===== src/rtl/sdram_stream_writer.sv =====
`default_nettype none
// ============================================================================
//  Module   : sdram_stream_writer
//  Purpose  : Buffers a valid/ready word stream in a small FIFO and drains it
//             as sequential Avalon-MM single-word writes, starting at a
//             latched base address, for a latched word count.
//  Revision : 1.0  initial release
// ============================================================================
module sdram_stream_writer #(
    parameter int ADDR_W     = 25,
    parameter int DATA_W     = 16,
    parameter int FIFO_DEPTH = 16
) (
    input  logic                clk_clk,
    input  logic                reset_reset,
    input  logic                start,
    input  logic [ADDR_W-1:0]   base_addr,
    input  logic [ADDR_W-1:0]   length,
    output logic                busy,
    output logic                done,
    input  logic [DATA_W-1:0]   st_data,
    input  logic                st_valid,
    output logic                st_ready,
    output logic [ADDR_W-1:0]   avm_address,
    output logic                avm_write,
    output logic [DATA_W-1:0]   avm_writedata,
    output logic [DATA_W/8-1:0] avm_byteenable,
    input  logic                avm_waitrequest
);

    localparam int PTR_W = $clog2(FIFO_DEPTH);

    typedef enum logic [1:0] {
        S_IDLE = 2'd0,
        S_RUN  = 2'd1,
        S_DONE = 2'd2
    } state_t;

    state_t state, state_next;

    logic [ADDR_W-1:0] addr_q;       // address of the next write
    logic [ADDR_W-1:0] remaining_q;  // writes still to be accepted by the slave
    logic [ADDR_W-1:0] pending_q;    // stream beats still allowed into the FIFO
    logic              done_q;

    logic [DATA_W-1:0] fifo_mem [FIFO_DEPTH];
    logic [PTR_W:0]    wr_ptr;       // extra MSB distinguishes full from empty
    logic [PTR_W:0]    rd_ptr;

    logic fifo_full;
    logic fifo_empty;
    logic push;
    logic pop;
    logic start_ok;
    logic start_zero;
    logic last_pop;

    assign fifo_empty = (wr_ptr == rd_ptr);
    assign fifo_full  = (wr_ptr[PTR_W] != rd_ptr[PTR_W]) &&
                        (wr_ptr[PTR_W-1:0] == rd_ptr[PTR_W-1:0]);

    // st_ready already excludes full, avm_write already excludes empty, so
    // overflow and underflow cannot happen.
    assign st_ready       = (state == S_RUN) && !fifo_full && (pending_q != '0);
    assign avm_write      = (state == S_RUN) && !fifo_empty;
    assign avm_address    = addr_q;
    assign avm_writedata  = fifo_mem[rd_ptr[PTR_W-1:0]];
    assign avm_byteenable = avm_write ? '1 : '0;
    assign busy           = (state != S_IDLE);
    assign done           = done_q;

    assign push       = st_valid && st_ready;
    assign pop        = avm_write && !avm_waitrequest;
    assign start_ok   = (state == S_IDLE) && start && (length != '0);
    assign start_zero = (state == S_IDLE) && start && (length == '0);
    assign last_pop   = pop && (remaining_q == ADDR_W'(1));

    // State register
    always_ff @(posedge clk_clk) begin
        if (reset_reset) begin
            state <= S_IDLE;
        end else begin
            state <= state_next;
        end
    end

    // Next-state logic: DONE lasts exactly one cycle
    always_comb begin
        state_next = state;
        case (state)
            S_IDLE:  if (start_ok) state_next = S_RUN;
            S_RUN:   if (last_pop) state_next = S_DONE;
            S_DONE:  state_next = S_IDLE;
            default: state_next = S_IDLE;
        endcase
    end

    // Transfer counters, address and the done pulse
    always_ff @(posedge clk_clk) begin
        if (reset_reset) begin
            addr_q      <= '0;
            remaining_q <= '0;
            pending_q   <= '0;
            done_q      <= 1'b0;
        end else begin
            done_q <= start_zero || last_pop;
            if (start_ok) begin
                addr_q      <= base_addr;
                remaining_q <= length;
                pending_q   <= length;
            end else begin
                if (pop) begin
                    addr_q      <= addr_q + ADDR_W'(1);
                    remaining_q <= remaining_q - ADDR_W'(1);
                end
                if (push) begin
                    pending_q <= pending_q - ADDR_W'(1);
                end
            end
        end
    end

    // FIFO pointers; a reset simply discards whatever is buffered
    always_ff @(posedge clk_clk) begin
        if (reset_reset) begin
            wr_ptr <= '0;
            rd_ptr <= '0;
        end else begin
            if (push) wr_ptr <= wr_ptr + 1'b1;
            if (pop)  rd_ptr <= rd_ptr + 1'b1;
        end
    end

    // FIFO storage; payload needs no reset
    always_ff @(posedge clk_clk) begin
        if (push) begin
            fifo_mem[wr_ptr[PTR_W-1:0]] <= st_data;
        end
    end

endmodule
`default_nettype wire


===== config.mk =====
export PLATFORM = sky130hd
export DESIGN_NAME = sdram_stream_writer
export DESIGN_NICKNAME = d
export VERILOG_FILES = /design/src/rtl/sdram_stream_writer.sv
export SDC_FILE = /design/constraint.sdc
export NUM_CORES = 1
export LEC_CHECK = 0
export ABC_AREA = 1
export CORE_UTILIZATION = 45
export CTS_CLUSTER_DIAMETER = 100
export DETAILED_ROUTE_END_ITERATION = 6
export PLACE_DENSITY = 0.67
export SKIP_CTS_REPAIR_TIMING = 1
export SKIP_LAST_GASP = 1
export SYNTH_ARGS = -nofsm -noshare
export SYNTH_HDL_FRONTEND = slang
export SYNTH_SLANG_ARGS = --single-unit
export TNS_END_PERCENT = 1

===== constraint.sdc =====
create_clock -name clk_clk -period 2.5 [get_ports clk_clk]
set_input_delay 0.625 -clock clk_clk [delete_from_list [all_inputs] [get_ports clk_clk]]
set_output_delay 0.625 -clock clk_clk [all_outputs]
set_load 0.01 [all_outputs]

* Word-level counts from Yosys, hierarchy flattened *
Memories as Yosys holds them, arrays and structs flattened. A register that Yosys moved wholly into a read port is not among the register bits.
Cells that the tools add are included.

word-level totals
  input port bits = 71
  memories kept = 1
  output and inout bits = 47
  bits in latches = 0
  bits in read-only memories = 0
  memory bits (writable) = 256
  flip-flop bits (word level) = 88
  word-level logic and storage cells = 56

memories
  memory    depth  bits a word  read ports  clocked after memory_dff  wr ports  line  source
  fifo_mem  16     16           1           1                         1         46    logic [DATA_W-1:0] fifo_mem [FIFO_DEPTH];

operators by class
  add/sub/neg operators = 5
  muxes and demuxes = 14
  eq/ne operators = 7
  bitwise gates (word level) = 0
  $lt $le $gt $ge = 0
  multiply operators = 0
  div/mod/pow operators = 0
  shifts and indexed selects = 0
  reduce and logical (&&, ||, !) cells = 22

operators with widths
  operator                                                              number
  25-bit two-way mux                                                    6
  25-bit nonzero test                                                   2
  25-bit by 1-bit subtractor with 25-bit output, second input constant  2
  25-bit by 1-bit adder with 25-bit output, second input constant       1
  25-bit by 1-bit == test with 1-bit output, second input constant      1
  25-bit logical NOT                                                    1
  5-bit by 1-bit adder with 5-bit output, second input constant         2
  1-bit logical AND                                                     10
  4-bit two-way mux                                                     2
  2-bit two-way mux                                                     3
  2-bit nonzero test                                                    3
  5-bit == test                                                         1
  4-bit == test                                                         1
  2-bit != test, second input constant                                  2
  2-bit one-hot mux with 2 select lines                                 1
  1-bit logical NOT                                                     3
  2-bit by 1-bit == test with 1-bit output, second input constant       1
  2-bit logical NOT                                                     1
  1-bit two-way mux                                                     2
  2-bit AND reduction                                                   1
  1-bit logical OR                                                      1
  1-bit != test                                                         1

* Longest topological paths before layout *
Gate-level depths: netlist of the first run.

  depth in word-level cells = 8
  depth in mapped cells = 13
  depth with buffers taken out = 12

* Least setup slack after synthesis of the first run *
No wires, ideal clock.

  kind = reg-to-reg
  start point = register pending_q[0]
  end point = memory fifo_mem[0][0], enable pin
  path buffers = 0
  clock period less this slack = 2348 ps
  data arrival time = 1960 ps
  library setup time = 388 ps
  required time = 2112 ps
  stages on the path, launching flop included = 12
  path slack = 152 ps
  path through = dfxtp_1 inv_1 ha_1 inv_1 nor2_1 nand2_1 nor2_1 nand3_2 nand4_4 inv_1 nand2_1 nor2_1

between the ends
  longest elaborated chain between the ends = 5

ends and longest elaborated chain
  element                                  line  source
  start: declaration                       43    logic [ADDR_W-1:0] pending_q;
  start signal: assignment                 110   pending_q <= length;
  start signal: assignment                 117   pending_q <= pending_q - ADDR_W'(1);
  25-bit nonzero test                      64    assign st_ready = (state == S_RUN) && !fifo_full && (pending_q != '0);
  1-bit logical AND                        64
  1-bit logical AND                        72    assign push = st_valid && st_ready;
  1-bit two-way mux                        136   if (push) begin
  1-bit two-way mux (not written as such)  137   fifo_mem[wr_ptr[PTR_W-1:0]] <= st_data;
  end: declaration                         46

No other way between the ends.

==> results.sh, run 1 <==
export IMPL_dp_cells=2306
export IMPL_finalSetupTns_ns=-3.43
export IMPL_rsz_0062_raised_after_global_routing="true"
export IMPL_dp_worst_setup_slack_ns=-0.0432
export IMPL_routed_wl_mm=44.9
export IMPL_firstDrtPassIters=5
export IMPL_rows=70
export IMPL_routabilityCongestion=0.914
export IMPL_max_clock_path_buffers=3
export IMPL_final_fill_count=3187
export IMPL_synthesis_nets=1831
export IMPL_min_path_cells=2
export IMPL_global_route_usage_met2=0.401
export IMPL_synthCells=1750
export IMPL_worst_setup_margin_ns=-0.307
export IMPL_place_port_buffers=117
export IMPL_grt_busiest_layer="met2"
export IMPL_cellPowerDensity_mw_per_mm2=698
export IMPL_numClockSinks=348
export IMPL_worst_setup_path_category="reg -> out"
export IMPL_route_antenna_remaining_nets=0
export IMPL_worst_skew_pair_late_latency_ns=0.55
export IMPL_worst_hold_slack_ns=0.488
export IMPL_power_ir_vdd_worst_v=0.000448
export IMPL_dpl_cell_area_mm2=0.0188
export IMPL_global_route_usage_met1=0.291
export IMPL_startpoint_type="flip-flop"
export IMPL_initial_core_util=0.458
export IMPL_final_setup_violation_count=19
export IMPL_top_count_cell_post_synth="sky130_fd_sc_hd__nand2_1"
export IMPL_floorplan_die_area_mm2=0.0380
export IMPL_max_cap_viol_count=0
export IMPL_reg_to_reg_start="pending_q[16]$_SDFFE_PP0P_"
export IMPL_final_layout_size_suffix_gt1_frac=0.113
export IMPL_fp_dieW_um=195
export IMPL_grt_antenna_before_repair=2
export IMPL_synthesis_area_mm2=0.0168
export IMPL_postSynthRegisterBits=348
export IMPL_timing_max_slew_rel_slack=0.545
export IMPL_syn_avg_cell_area_um2=9.58
export IMPL_finalNetCount=1984
export IMPL_grt_met3_usage=0.0335
export IMPL_maxSlewViolCount=0
export IMPL_cp_max_fo=7
export IMPL_max_slew_worst_pin_slew_ns=0.680
export IMPL_synth_edf_count=256
export IMPL_ctsHtreeMaxLevel=2
export IMPL_finClkSkew_ns=0.0287
export IMPL_leading_register_cell_type_out_of_synthesis="sky130_fd_sc_hd__edfxtp_1"
export IMPL_ctsRootBufferMaster="sky130_fd_sc_hd__clkbuf_16"
export IMPL_run_status="finished with violations"
export IMPL_clock_slew_at_reported_path_ffs_ns=0.06
export IMPL_critPathArrivalTime_ns=2.18
export IMPL_num_vias=13100
export IMPL_tritoncts_num_buffers=38
export IMPL_ios=118
export IMPL_drc_violation_count_after_routing=0
export IMPL_worst_setup_path_end_kind="primary output"
export IMPL_regToRegSetupSlack_ns=0.25
export IMPL_power_mw=14.3
export IMPL_power_leakage_nw=7.78
export IMPL_global_route_wire_length_before_repair_mm=67.7
export IMPL_synth_distinct_cells=45
export IMPL_period_needed_ns=2.81
export IMPL_timing_hold_worst_class="reg -> reg"
export IMPL_worst_r2r_path_depth=10
export IMPL_async_reset_ff_frac=0
export IMPL_fin_area_mm2=0.0204
export IMPL_max_freq_ghz=0.356
export IMPL_global_route_usage_total=0.228
export IMPL_dp_hpwl_mm=27.9
export IMPL_synth_warning_count=0
export IMPL_area_growth_synth_to_final_pct=21.8
export IMPL_grt_max_degree=58
export IMPL_drtIter0Drc=919
export IMPL_core_region_area_mm2=0.0366
export IMPL_post_route_util=0.558
export IMPL_yosysSeqAreaShare=0.568
export IMPL_final_instance_count_excl_fillers=2400
export IMPL_sequential_cell_area_mm2=0.00954
export IMPL_min_period_over_period=1.12
export IMPL_violations="negative setup slack"
export IMPL_r2r_end="pending_q[19]$_SDFFE_PP0P_"
export IMPL_end_point_of_the_worst_hold_path="pending_q[0]$_SDFFE_PP0P_"
export IMPL_synth_top_cells_by_area="sky130_fd_sc_hd__edfxtp_1, sky130_fd_sc_hd__dfxtp_1, sky130_fd_sc_hd__nand2_1, sky130_fd_sc_hd__nand3_1, sky130_fd_sc_hd__mux2i_1"
export IMPL_grt_overflow_total=0
export IMPL_most_area_hungry_cell_type_in_the_yosys_netlist="sky130_fd_sc_hd__edfxtp_1"
export IMPL_final_hold_viol_count=0
export IMPL_multi_input_gate_area_mm2=0.00612
export IMPL_worst_ep_required_time_ns=1.88
export IMPL_die_h_um=195
export IMPL_tritoncts="done"
export IMPL_synth_largest_type_area_fraction=0.458
export IMPL_hp_start="pending_q[0]$_SDFFE_PP0P_"
export IMPL_synth_top_cells_by_count="sky130_fd_sc_hd__nand2_1, sky130_fd_sc_hd__edfxtp_1, sky130_fd_sc_hd__nor2_1"
export IMPL_vias_in_the_first_global_route=12300
export IMPL_post_drt_via_cell_ratio=5.44
export IMPL_routed_length_per_instance_um=18.7
-- worst max path at each step --
| stage | from | depth (start not counted) | slack (ns) | end |
|---|---|---|---|---|
| 6_report | flip-flop | 8 | -0.31 | avm_writedata[12] |
| 5_1_grt | flip-flop | 8 | -0.40 | avm_writedata[12] |
| 2_1_floorplan | pending_q[0]$_SDFFE_PP0P_ | 11 | 0.15 | fifo_mem[0][0]$_DFFE_PP_ |
| 4_1_cts | flip-flop | 7 | -0.63 | avm_writedata[9] |
| 3_5_place_dp | flip-flop | 7 | -0.04 | avm_writedata[9] |
| 3_3_place_gp | flip-flop | 7 | -0.04 | avm_writedata[9] |
-- worst max-delay path: stages (launching register included) --
cell and delay (ns):
sky130_fd_sc_hd__dfxtp_4 0.38, sky130_fd_sc_hd__buf_6 0.14, sky130_fd_sc_hd__buf_4 0.16, sky130_fd_sc_hd__clkbuf_16 0.16, sky130_fd_sc_hd__o21ai_0 0.20, sky130_fd_sc_hd__o21ai_1 0.10, sky130_fd_sc_hd__o211ai_1 0.25, sky130_fd_sc_hd__nand2_1 0.09
sky130_fd_sc_hd__buf_2 0.15
-- kinds of logic (layout without fill, tap and decap cells) --
family / after synthesis / count (layout) / synth area share
simple gates: 743 / 743 / 0.196
flops: 348 / 348 / 0.568
mux: 64 / 64 / 0.0382
xor+xnor: 41 / 41 / 0.0219
buf+inv: 254 / 435 / 0.0713
other cells: 0 / 1 / 0
compound gates: 290 / 290 / 0.0968
fa+ha+maj: 10 / 10 / 0.00746
-- layout make-up --
cell class | count | area share
diodes | 1 | 0.000123
multi-input cells | 1148 | 0.299
clock buffers | 43 | 0.0485
clock inverters | 25 | 0.0113
well taps | 468 | 0.0287
repair buffers | 201 | 0.114
inverters | 166 | 0.0307
flip-flops and latches | 348 | 0.467
-- sequential cells by signal, indices dropped and copies added (netlist names), named ones only --
signal and flops:
state 2, fifo_mem 256, pending_q 25, remaining_q 25, wr_ptr 5, avm_address 25, rd_ptr 5, done 1
-- placed cells by master, fill, tap and decap left out, drive strengths merged, types with 3 or more instances in the layout --
cell           count
edfxtp           256
inv              164
o211ai            66
clkdlybuf4s50     99
nand3b            15
dfxtp             92
xnor2             15
o21ai            106
clkinv            23
nor3              22
nand2            349
nand4             20
a21oi            115
mux2i             64
nor2             184
buf               81
dlymetal6s2s       9
nand3            150
clkbuf            55
xor2              26
ha                10
bufinv             3
-- routing by layer --
| layer | part of all wire | up-vias | wire length, um |
|---|---|---|---|
| li1 | - | 6322 | - |
| met1 | 0.42 | 6229 | 18600 |
| met2 | 0.50 | 429 | 22400 |
| met3 | 0.064 | 76 | 2870 |
| met4 | 0.022 | 2 | 983 |
| met5 | 0.00029 | - | 13 |
-- report_power, final --
| part | leakage, nW | switching [mW] | internal (mW) |
|---|---|---|---|
| combinational | 4.13 | 1.35 | 0.905 |
| clock | 0.589 | 2.31 | 3.17 |
| sequential | 3.06 | 0.177 | 6.34 |
| total | 7.78 | 3.84 | 10.4 |
No activity file was read; power rests on OpenSTA's default activity.
==> run 2, diff against run 1 <==
Clock period 2.5 ns to 2.4 ns, I/O delays scaled along.
==> run 2 against run 1 <==
The run still ends with negative setup slack left; flip-flop and latch count did not move; final area rose by 0.42%; combinational power increased by 4%; global-route usage down 0.23 points; clock power up 5.1%; setup slack better by 0.011 ns; register-to-register slack got worse by 0.05 ns; clock skew down 0.015 ns; sequential share of layout area is 0.21 points lower; sequential power is 4.1% higher; cell count is 0.38% higher; critical path type unchanged; largest cell class unchanged; highest routed layer unchanged.
==> results.sh, run 2 (same netlist as run 1, synthesis figures left out) <==
export IMPL_run_status="finished with violations"
export IMPL_violations="negative setup slack"
export IMPL_final_fill_count=3201
export IMPL_power_leakage_nw=7.86
export IMPL_drc_violation_count_after_routing=0
export IMPL_final_layout_size_suffix_gt1_frac=0.125
export IMPL_ctsRootBufferMaster="sky130_fd_sc_hd__clkbuf_16"
export IMPL_finalNetCount=1996
export IMPL_end_point_of_the_worst_hold_path="pending_q[0]$_SDFFE_PP0P_"
export IMPL_numClockSinks=348
export IMPL_routabilityCongestion=0.904
export IMPL_startpoint_type="flip-flop"
export IMPL_clock_slew_at_reported_path_ffs_ns=0.06
export IMPL_post_route_util=0.560
export IMPL_most_common_layout_cells="sky130_fd_sc_hd__nand2_1, sky130_fd_sc_hd__edfxtp_1, sky130_fd_sc_hd__inv_1, sky130_fd_sc_hd__nor2_1, sky130_fd_sc_hd__nand3_1"
export IMPL_routed_wl_mm=43.8
export IMPL_mostFrequentLayoutCell="sky130_fd_sc_hd__nand2_1"
export IMPL_floorplan_die_area_mm2=0.0380
export IMPL_insertedDiodeCount=0
export IMPL_cp_max_fo=15
export IMPL_core_region_area_mm2=0.0366
export IMPL_global_route_usage_total=0.226
export IMPL_finClkSkew_ns=0.0137
export IMPL_fp_dieW_um=195
export IMPL_global_route_wire_length_before_repair_mm=67.3
export IMPL_grt_busiest_layer="met2"
export IMPL_dp_hpwl_mm=28.3
export IMPL_worst_ep_required_time_ns=1.80
export IMPL_place_port_buffers=117
export IMPL_initial_core_util=0.458
export IMPL_global_route_usage_met2=0.394
export IMPL_dp_cells=2331
export IMPL_vias_in_the_first_global_route=12300
export IMPL_max_clock_path_buffers=3
export IMPL_maxSlewViolCount=0
export IMPL_worst_hold_slack_ns=0.510
export IMPL_num_vias=12900
export IMPL_power_ir_vdd_worst_v=0.000488
export IMPL_min_period_over_period=1.12
export IMPL_grt_antenna_before_repair=2
export IMPL_worst_setup_margin_ns=-0.296
export IMPL_hp_start="pending_q[0]$_SDFFE_PP0P_"
export IMPL_drtIter0Drc=1118
export IMPL_cellPowerDensity_mw_per_mm2=727
export IMPL_worst_setup_path_category="reg -> out"
export IMPL_die_h_um=195
export IMPL_worst_setup_path_end_kind="primary output"
export IMPL_finalSetupTns_ns=-4.38
export IMPL_timing_max_slew_rel_slack=0.587
export IMPL_critPathArrivalTime_ns=2.10
export IMPL_final_hold_viol_count=0
export IMPL_max_slew_worst_pin_slew_ns=0.618
export IMPL_route_antenna_remaining_nets=0
export IMPL_reg_to_reg_start="pending_q[16]$_SDFFE_PP0P_"
export IMPL_post_drt_via_cell_ratio=5.38
export IMPL_max_freq_ghz=0.371
export IMPL_min_path_cells=2
export IMPL_grt_met3_usage=0.0320
export IMPL_global_route_usage_met1=0.295
export IMPL_area_growth_synth_to_final_pct=22.3
export IMPL_ctsHtreeMaxLevel=2
export IMPL_grt_overflow_total=0
export IMPL_worst_r2r_path_depth=10
export IMPL_largest_register_ff_count=256
export IMPL_max_cap_viol_count=0
export IMPL_final_setup_violation_count=18
export IMPL_rsz_0062_raised_after_global_routing="true"
export IMPL_ios=118
export IMPL_regToRegSetupSlack_ns=0.20
export IMPL_tritoncts_num_buffers=38
export IMPL_rows=70
export IMPL_multi_input_gate_area_mm2=0.00614
export IMPL_worst_skew_pair_late_latency_ns=0.53
export IMPL_timing_hold_worst_class="reg -> reg"
export IMPL_firstDrtPassIters=6
export IMPL_tritoncts="done"
export IMPL_period_needed_ns=2.70
export IMPL_grt_max_degree=51
export IMPL_routed_length_per_instance_um=18.2
export IMPL_final_instance_count_excl_fillers=2409
export IMPL_sequential_cell_area_mm2=0.00954
export IMPL_r2r_end="pending_q[22]$_SDFFE_PP0P_"
-- run 2: cell count changes in the layout (fill, tap and decap cells not counted), sizes merged --
cell           previous run  this run
buf                      81        99
clkinv                   23        10
clkbuf                   55        61
clkdlybuf4s50            99        97
inv                     164       166
diode                     1         0
dlymetal6s2s              9         8
-- run 2: layout make-up --
cell class              instances  area share
flip-flops and latches        348       0.465
well taps                     468      0.0286
clock buffers                  52      0.0514
inverters                     166      0.0306
repair buffers                213       0.117
multi-input cells            1148       0.299
clock inverters                14     0.00787
-- run 2: per-layer routing --
layer,wire length [um],vias up
li1,-,6332
met5,27,-
met2,21600,429
met1,18500,6113
met3,2740,71
met4,969,4
-- run 2: worst max-delay path: stages (launching register included) --
cell and delay (ns):
sky130_fd_sc_hd__dfxtp_4 0.44, sky130_fd_sc_hd__clkbuf_16 0.19, sky130_fd_sc_hd__buf_4 0.12, sky130_fd_sc_hd__clkbuf_16 0.17, sky130_fd_sc_hd__mux2i_1 0.23, sky130_fd_sc_hd__o211ai_1 0.12
sky130_fd_sc_hd__nand3_1 0.10, sky130_fd_sc_hd__nand2_1 0.06, sky130_fd_sc_hd__clkbuf_2 0.13
-- run 2: power breakdown --
part | switching (mW) | total [mW] | internal [mW]
registers | 0.184 | 6.79 | 6.61
clock network | 2.36 | 5.76 | 3.41
logic | 1.39 | 2.35 | 0.958
total | 3.93 | 14.9 | 11.0
-- run 2: worst max-delay path by stage --
| stage | startpoint | endpoint | cells after the start |
|---|---|---|---|
| floorplan | pending_q[0]$_SDFFE_PP0P_ | fifo_mem[0][0]$_DFFE_PP_ | 11 |
| global placement | flip-flop | avm_writedata[8] | 7 |
| detailed placement | flip-flop | avm_writedata[8] | 7 |
| CTS | flip-flop | avm_writedata[8] | 7 |
| global route | rd_ptr[1]$_SDFFE_PP0P_ | avm_byteenable[1] | 8 |
| finish | flip-flop | avm_writedata[3] | 8 |
-- run 2: stage by stage --
step / power [mW] / area (um^2) / setup WS [ns]
floorplan: 8.41 / 16800 / 0.0520
global placement: 9.16 / 19000 / -0.119
detailed placement: 9.21 / 19000 / -0.127
CTS: 15.0 / 20200 / -0.699
global route: 15.6 / 20500 / -0.386
finish: 14.9 / 20500 / -0.296
==> run 3, diff against run 2 <==
Settings changed: CTS_CLUSTER_DIAMETER 100 to default.
==> results of run 3 <==
No change in the layout: final DEF, timing and power equal those of run 2.
